===== config.mk =====
export PLATFORM = sky130hd
export DESIGN_NAME = qed_commit_classify
export DESIGN_NICKNAME = d
export VERILOG_FILES = /design/src/rtl/qed_pkg.sv /design/src/rtl/qed_commit_classify.sv
export SDC_FILE = /design/constraint.sdc
export NUM_CORES = 1
export LEC_CHECK = 0
export BUFFER_PORTS_ARGS = -buffer_cell sky130_fd_sc_hd__clkbuf_2
export CAP_MARGIN = 20
export CORE_AREA = 8 8 45 47
export DETAILED_ROUTE_END_ITERATION = 8
export DIE_AREA = 0 0 53 55
export SLEW_MARGIN = 25
export SYNTH_ARGS = -nofsm -noshare
export SYNTH_HDL_FRONTEND = slang
export SYNTH_SLANG_ARGS = --single-unit

===== constraint.sdc =====
create_clock -name vclk -period 1.9
set_input_delay 0.095 -clock vclk [all_inputs]
set_output_delay 0.095 -clock vclk [all_outputs]
set_load 0.05 [all_outputs]

===== src/rtl/qed_pkg.sv =====
// qed_pkg: shared QED constants and checker state encoding
package qed_pkg;
  localparam logic [6:0] OPC_STORE = 7'b0100011;
  localparam int DUP_REG_BIT = 4;
  localparam logic [4:0] DUP_OFFSET = 5'd16;
  typedef enum logic [1:0] {IDLE, CHECK, REPORT} state_t;
endpackage


===== src/rtl/qed_commit_classify.sv =====
// qed_commit_classify: instr -> is_orig/is_dup by key register (rs2 for stores, rd otherwise, x0 ignored)
module qed_commit_classify
  import qed_pkg::*;
(
  input  logic [31:0] instr,
  output logic        is_orig,
  output logic        is_dup
);
  logic [4:0] key;
  logic unused_fields;
  assign key = (instr[6:0] == OPC_STORE) ? instr[24:20] : instr[11:7];
  assign is_dup = key[DUP_REG_BIT];
  assign is_orig = (key != 5'd0) && !key[DUP_REG_BIT];
  assign unused_fields = ^{instr[31:25], instr[19:12]};
endmodule


# ---- After elaboration in Yosys (flattened, before gate mapping)
# Cells that the tools add are included.
dict set report word_totals {
  register_bits 0
  ram_bits 0
  out_inout_bits 2
  wordCells 5
  in_bits 32
  mem_count 0
  latchBits 0
  romBits 0
}
dict set report classes {
  n_eq_ne 1
  n_mux 1
  order_cmp 0
  reduce_logical 3
  multipliers 0
  n_div 0
  bitwise_logic 0
  add_sub_neg 0
  shift 0
}
# cell count
set ops {}
lappend ops {{7-bit by 6-bit == test with 1-bit output (second input constant)} 1}
lappend ops {{5-bit two-way mux} 1}
lappend ops {{5-bit nonzero test} 1}
lappend ops {{1-bit logical AND} 1}
lappend ops {{1-bit logical NOT} 1}

# ---- Depth between registers and ports, before layout
dict set report logic_depth {
  ltp_word 4
  depth_mapped 3
  mapped_depth_nobuf 3
}

# ---- Worst setup path before layout
# OpenSTA, ideal clock, no wires.
dict set report synth_path {
  path_type {input-to-output}
  from {in instr[6]}
  to {out is_dup}
  cell_stages 3
  arrival_time_ps 893
  setup_slack_ps 912
  n_path_buf 0
  t_required_ps 1805
  path_cell_list {nor4b_2 -> nand4b_1 -> mux2_2}
}
dict set report synth_between {
  elab_chain_cells 2
}
# item line_no
set synth_lines {}
lappend synth_lines {{start, declared} qed_commit_classify.sv:5} ;# input logic [31:0] instr,
lappend synth_lines {{7-bit by 6-bit == test with 1-bit output} qed_commit_classify.sv:11} ;# assign key = (instr[6:0] == OPC_STORE) ? instr[24:20] : instr[11:7];
lappend synth_lines {{5-bit two-way mux} qed_commit_classify.sv:11}
lappend synth_lines {{end, declared} qed_commit_classify.sv:7} ;# output logic is_dup
# Every way passes these cells.

# ---- Worst setup path after layout
dict set report layout_path {
  from {in instr[6]}
  to {out is_orig}
}
dict set report layout_between {
  elab_chain_cells 4
  word_cells_on_any_way 5
  cone_classes {eq/ne (1); mux (1); reduce/logical (3)}
}
# item line_no
set layout_lines {}
lappend layout_lines {{7-bit by 6-bit == test with 1-bit output (*)} qed_commit_classify.sv:11}
lappend layout_lines {{5-bit two-way mux (*)} qed_commit_classify.sv:11}
lappend layout_lines {{5-bit nonzero test / 1-bit logical NOT (equally long branches)} qed_commit_classify.sv:13} ;# assign is_orig = (key != 5'd0) && !key[DUP_REG_BIT];
lappend layout_lines {{1-bit logical AND (*)} qed_commit_classify.sv:13}
lappend layout_lines {{end, declared} qed_commit_classify.sv:6} ;# output logic is_orig,
# Every way passes the cells marked *; elsewhere a longest branch is shown, timed or not.

==> results.toml <==
[status]
outcome = "complete, no violations"

[synthesis]
syn-num-nets = 40
syn_area_per_cell_um2 = 8.289
synth_mux_area_frac = 0.3396
synth_top_family_by_area = "simple AND/OR/NAND/NOR gates"
synth.distinct_cells = 5
syn_inst = 8
ys_warn_count = 0
synth-simple-area-share = 0.6604
synth_compound_area_frac = 0
synth_xor_area_frac = 0
netlist_area_um2 = 66.31
synthAdderAreaFrac = 0
ys_seq_area_frac = 0

[die]
pin_count = 34
die_area_um2 = 2915
initial_core_util = 0.04792
num_rows = 14
die_h_um = 55
core_um2 = 1384
die_w_um = 53

[setup_path]
critPathMaxStageDelay_ps = 300
cpMaxStageDelayCell = "mux2_2"
path_buf_inv = 2
path_max_fanout = 2
critPathArrivalTime_ps = 1150
cp-start-kind = "input pin"
cp_top_family = "simple AND/OR/NAND/NOR gates"
cpMostUsedCell = "clkbuf_2"
cp.required_ps = 1800
crit_path_end_kind = "output port"
worst-setup-path-type = "input pin to output port"
cp_cell_sequence = "clkbuf_2 -> nor4b_2 -> nand4b_1 -> mux2_2 -> clkbuf_2"

[placement]
pre_cts_slack_ps = 631.2
placed_area_um2 = 181.4
globalplace.congestion = 0.5973
port_buffers = 19

[hold_path]
worstHoldStart = "instr[24]"
hold_class = "input pin to output port"
whs_endpoint = "is_dup"
holdPathStages = 3

[timing]
hold_viol = 0
period_share = 0.6563
finalMaxSlewViolations = 0
worst_slew_pin_slew_ps = 285.6
fmax_mhz = 802.0
tns_ps = 0
fin_crit_ps = 1247
fin_hold_ws_ps = 678.8
slew_headroom = 0.8079
worst_slack_ps = 653.1
setup_viol = 0
grt_setup_unrepaired = "false"

[power_and_ir_drop]
p_int_w = 0.00001798
clock_power_share = 0
pwr-share-seq = 0
switching_share = 0.4881
pwr-share-comb = 1.000
vdd_drop_max_mv = 0.06090
leakagePower_nw = 0.09505
p_per_area_nw_per_um2 = 193.6
power_switching_w = 0.00001715

[finish]
final_nets = 61
layout_commonest_cell = "clkbuf_2"
flops_and_latches = 0
synthToLayoutAreaGrowth_pct = 173.6
n_antenna_cell = 0
final_util = 0.1311
drive_gt1_frac = 0.8148
fin_area_um2 = 181.4
clock_buffers = 0
layout_common_cells = "clkbuf_2, mux2_2, nor4_1, nor2_1"
seq_area_um2 = 0

[global_routing]
grt_use_met2 = 0.03906
grt.busiest_layer = "met2"
grt_use_met3 = 0.03209
antenna_found_initial = 0
grt_start_max_net_pins = 3
grt_pass1_vias = 157
grt_use_total = 0.02834
met1_usage = 0.03017
grt_overflow = 0
grt_pass1_wl_um = 655

[detailed_routing]
drc = 0
vias = 142
wire_per_inst_um = 9.419
drtIter0Drc = 0
postRouteAntennaNets = 0
wl_um = 405
dr.pass1.iters = 1
vias_per_cell = 3.302

[job]
drv_cap = 0

[clock_tree]
cts-resized-gates = 0
ctsHoldBuffers = 0
post_cts_buffers = 0
tightest hold or removal path: cells and delay by family:
kind	cells	cell delay, ps
buf+inv	2	360
mux	1	130
per-layer routing:
layer / vias to the layer above / share of wire
met5: - / 0
met4: 0 / 0
met3: 0 / 0.34
met2: 15 / 0.32
met1: 55 / 0.34
li1: 72 / -
area by class of cell:
type	instances	area [µm²]
Fill cell	162	1202
Multi-Input combinational cell	8	66.31
Tap cell	16	20.02
Timing Repair Buffer	19	95.09
stage by stage:
step                       power (W)  instances
after floorplan           0.00001517          8
after global placement    0.00003492         43
after detailed placement  0.00003570         43
after CTS                 0.00003582         43
after global routing      0.00003895         43
final                     0.00003513         43
synth_stat cells:
master,n,area share
nor4_1,2,0.19
nor4b_2,1,0.23
mux2_2,2,0.34
nor2_1,2,0.11
nand4b_1,1,0.13
worst max path at each step:
stage | from | endpoint | slack, ps | depth (start not counted)
after floorplan | instr[6] | is_dup | 910 | 3
after global placement | instr[6] | is_dup | 660 | 5
after detailed placement | instr[6] | is_dup | 630 | 5
after CTS | instr[6] | is_dup | 630 | 5
after global routing | instr[6] | is_dup | 560 | 5
final | instr[6] | is_orig | 650 | 5
logic make-up after synthesis:
logic type | after synthesis
simple gates | 6
mux | 2
power by group through the flow:
stage	sequential [W]	clock [W]	combinational (W)
2_1_floorplan	0	0	0.0000152
3_5_place_dp	0	0	0.0000357
6_report	0	0	0.0000351
3_3_place_gp	0	0	0.0000349
4_1_cts	0	0	0.0000358
5_1_grt	0	0	0.0000390
Power figures use the tool's default switching activity.
